**config.mk**
```make
export PLATFORM = sky130hd
export DESIGN_NAME = register_file
export DESIGN_NICKNAME = d
export VERILOG_FILES = /design/src/rtl/register_file.sv
export SDC_FILE = /design/constraint.sdc
export NUM_CORES = 1
export LEC_CHECK = 0
export ABC_AREA = 1
export CORE_ASPECT_RATIO = 1.4
export CORE_MARGIN = 2
export CORE_UTILIZATION = 45
export DETAILED_ROUTE_END_ITERATION = 10
export HOLD_SLACK_MARGIN = 0.02
export PLACE_DENSITY = 0.67
export SKIP_LAST_GASP = 1
export SLEW_MARGIN = 20
export SYNTH_ARGS = -nofsm -noshare
export SYNTH_HDL_FRONTEND = slang
export SYNTH_SLANG_ARGS = --single-unit
```
**constraint.sdc**
```tcl
create_clock -name CLK -period 1.9 [get_ports CLK]
set_input_delay 0.285 -clock CLK [delete_from_list [all_inputs] [get_ports CLK]]
set_output_delay 0.285 -clock CLK [all_outputs]
set_load 0.02 [all_outputs]
```
**src/rtl/register_file.sv**
```systemverilog
// rtl/register_file.sv - DEPTH x WIDTH register file, one write port, two combinational read ports
// Optional write-through forwarding to the read ports: define REGFILE_WRITE_BYPASS_EN.
module register_file #(
   parameter int WIDTH    = 16,
   parameter int DEPTH    = 8,
   parameter int ADDR_W   = 3,
   parameter bit ZERO_REG = 1'b1
) (
   input  logic              CLK,
   input  logic              reset,
   input  logic              regWrite,
   input  logic              clear,
   input  logic [ADDR_W-1:0] writeAddr,
   input  logic [WIDTH-1:0]  writeData,
   input  logic [ADDR_W-1:0] readAddrA,
   input  logic [ADDR_W-1:0] readAddrB,
   output logic [WIDTH-1:0]  readDataA,
   output logic [WIDTH-1:0]  readDataB,
   output logic              writeErr
);

   localparam logic [ADDR_W:0] LP_DEPTH = (ADDR_W+1)'(DEPTH);

   logic [WIDTH-1:0] r_regs [DEPTH];
   logic             r_write_err;
   logic             w_wr_target_ok;
   logic             w_wr_valid;
   logic             w_fwd_en;

   // A target is legal when it exists and is not the hardwired zero register
   assign w_wr_target_ok = ({1'b0, writeAddr} < LP_DEPTH) &&
                           !(ZERO_REG && (writeAddr == '0));
   assign w_wr_valid     = regWrite && w_wr_target_ok;
   assign w_fwd_en       = w_wr_valid && !clear && reset;

   always_ff @(posedge CLK or negedge reset) begin
      if (!reset) begin
         for (int i = 0; i < DEPTH; i++) r_regs[i] <= '0;
         r_write_err <= 1'b0;
      end else if (clear) begin
         for (int i = 0; i < DEPTH; i++) r_regs[i] <= '0;
         r_write_err <= 1'b0;
      end else if (regWrite) begin
         if (w_wr_target_ok) r_regs[writeAddr] <= writeData;
         r_write_err <= !w_wr_target_ok;
      end
   end

   function automatic logic [WIDTH-1:0] read_port(input logic [ADDR_W-1:0] addr);
      logic [WIDTH-1:0] data;
      data = '0;
      if (({1'b0, addr} < LP_DEPTH) && !(ZERO_REG && (addr == '0))) begin
         data = r_regs[addr];
`ifdef REGFILE_WRITE_BYPASS_EN
         if (w_fwd_en && (addr == writeAddr)) data = writeData;
`endif
      end
      return data;
   endfunction

   always_comb begin
      readDataA = '0;
      readDataB = '0;
      readDataA = read_port(readAddrA);
      readDataB = read_port(readAddrB);
   end

`ifndef REGFILE_WRITE_BYPASS_EN
   logic w_fwd_unused;
   assign w_fwd_unused = w_fwd_en;
`endif

   assign writeErr = r_write_err;

endmodule

```
==> metrics.txt <==
worst reg2reg path depth 2; clk_lat worst skew 0.42 ns; vias in the first global route roughly 8400; placed cells about 1500; worst-path fanout max 7; first-pass GRT wire length 44100 µm; final WL 26800 µm; Initial Utilization 46.0%; Synth Warn # 0; P_int ~5.2 mW; Setup crit start kind input pin; Starting DRT DRC Count 842; Synth cell types 23; drt first pass iters 6; H-tree Lvls 4; worst setup path class in2out; most frequent cells in the layout nand2_1, nand3_1, inv_1, dfrtp_1, nor2_1; final-report hold violation count 0; clock share of power 41.9%; Max-Cap Viols 0; CTS Buf Count 17; Tmin final 1.88 ns; Worst Path Required roughly 1.6 ns; IO Port Bufs between 60 and 70; highest clock rate 531 MHz; CP Capture Type primary output; Final nets approximately 1400; height of the die 162 µm; ratio of total power to cell area about 750 mW/mm²; placed instance area 0.00940 mm²; Max VDD drop about 530 µV; routed len/inst 17.0 µm; Sink Count 129; most common cell after layout, fill and taps aside nand2_1; Worst-Margin Slew 0.807 ns; sequential fraction of the synthesis area 40.3%; fin cells 1577; R2R Setup Slk 1.18 ns; Switch Pwr 2.24 mW; Gate power share between 10% and 20%; largest net degree at the start of global routing 58; Max Buffers Root-to-Sink 2; area growth from synthesis to layout 23.6%; DRC 0; grt ovf 0; Syn Std Cell Area 0.00801 mm²; CTS tree yes; Synth Net Count 1275; DR vias approximately 8500; Die ar. 0.0189 mm²; vias per cell 5.38; fill count 1710; final RePlAce weighted congestion between 0.9 and 1; RSZ-0062 raised after global routing yes; Post-Syn Instances 1246; Leak Pwr 5.42 nW; Reg power frac 38.4%; layout cells sized above 1 between 10% and 20%; Hold Path Class in2async; Net Sw Frac 30.1%; number of synthesized register bits 129; Arrival @ worst endpoint 1.60 ns; fin. max-slew vios 0; Tot GR Track Use 30.1%; final core occ a little under three fifths; Relative slew margins 46.0%; Clock Skews 0 ns; FF-to-FF Start r_regs[23]; status complete, no violations; post-route ant nets 0; initial antenna violation count 0; dpl hpwl 18400 µm; fin area 0.00990 mm²; FF-to-FF End r_regs[23]; n_diodes 0; row count 57; syn_area_per_cell ~6.4 µm²; CTS clk-pin slew, worst paths 0.06 ns; die span in x between 100 and 150 µm; Core Box Area roughly 0.017 mm²; Final setup viols 0; IO Pins 62; CTS Root Cell clkbuf_16; Tcrit/Tclk final 99.2%
[critical path, cell delays in order]
cell and delay (ns):
clkdlybuf4s15_1 0.26, inv_2 0.19, buf_4 0.18, nand3_1 0.09
nand2_1 0.10, nor2_2 0.05, nor2_1 0.17, clkdlybuf4s15_2 0.29
[flip-flops by register name (all words and copies together) (netlist names)]
register and cells:
r_regs 128, writeErr 1
[metal layers]
metal  wire length (µm)  track usage [%]
met1              10900             40.8
met4                979             12.6
met2              12600             46.9
met5                  0                0
met3               2260             6.01
[worst max-delay path by stage]
stage                 start  cells after the start  slack, ns             to
2_1_floorplan  readAddrA[1]                      7       0.29  readDataA[10]
6_report       readAddrA[1]                      8       0.02   readDataA[3]
4_1_cts        readAddrA[1]                      9      -0.02  readDataA[11]
3_5_place_dp   readAddrA[1]                      9      -0.58  readDataA[11]
3_3_place_gp   readAddrA[1]                      9      -0.60  readDataA[11]
5_1_grt        readAddrA[1]                      8      -0.01   readDataA[3]
[synth_stat cells]
| cell | number | area share [%] |
|---|---|---|
| and2_1 | 1 | 0.078 |
| buf_1 | 17 | 0.80 |
| buf_2 | 23 | 1.4 |
| buf_4 | 3 | 0.28 |
| buf_6 | 5 | 0.70 |
| clkbuf_1 | 33 | 1.5 |
| clkbuf_2 | 1 | 0.062 |
| dfrtp_1 | 129 | 40 |
| inv_1 | 150 | 7.0 |
| inv_2 | 6 | 0.28 |
| nand2_1 | 425 | 20 |
| nand2_2 | 3 | 0.23 |
| nand3_1 | 271 | 17 |
| nand3_2 | 2 | 0.25 |
| nand4_1 | 2 | 0.16 |
| nor2_1 | 101 | 4.7 |
| nor2_2 | 3 | 0.23 |
| nor2_4 | 1 | 0.14 |
| nor3_2 | 2 | 0.25 |
| nor3_4 | 2 | 0.41 |
| o21ai_0 | 62 | 3.9 |
| o21ai_1 | 3 | 0.19 |
| o21ai_2 | 1 | 0.11 |
[through the flow]
stage	hold slack, ns	setup TNS (ns)	setup WS (ns)	power, mW
CTS	0.358	-0.0217	-0.0217	7.47
detailed placement	0.242	-16.75	-0.584	4.39
global placement	0.246	-17.11	-0.603	4.38
floorplan	-0.0106	0	0.292	3.71
global route	0.380	-0.0147	-0.0142	7.71
finish	0.355	0	0.0150	7.43
[power by group through the flow]
stage                     logic [mW]  registers [mW]  clock network [mW]
after floorplan                0.817            2.89                   0
after global placement          1.49            2.89                   0
after detailed placement        1.49            2.90                   0
after CTS                       1.47            2.85                3.15
after global routing            1.60            2.85                3.26
final                           1.47            2.85                3.11
[logic make-up (layout without fill, tap and decap cells)]
group                  Yosys count  count (layout)  share of synthesized area [%]
AOI/OAI and AO/OA               66              66                           4.17
buffers and inverters          238             333                           12.1
DFF                            129             129                           40.3
and+or+nand+nor                813             813                           43.4
[area by class of cell]
class	count	area (µm²)	share of cell area, %
clock buffer	19	453	4.58
timing repair buffer	145	1400	14.1
sequential	129	3230	32.6
tap	236	295	2.98
inverter	156	586	5.92
multi-input combinational	879	3820	38.6
clock inverter	13	114	1.15
[repair_timing]
action	4_1_cts	5_1_grt
hold endpoints to repair	38	0
hold buffers	1	0
gates resized for setup	90	39
buffers inserted	0	0
cloned	1	0
endpoints found under the setup margin	32	29
No activity file was read; power rests on OpenSTA's default activity.
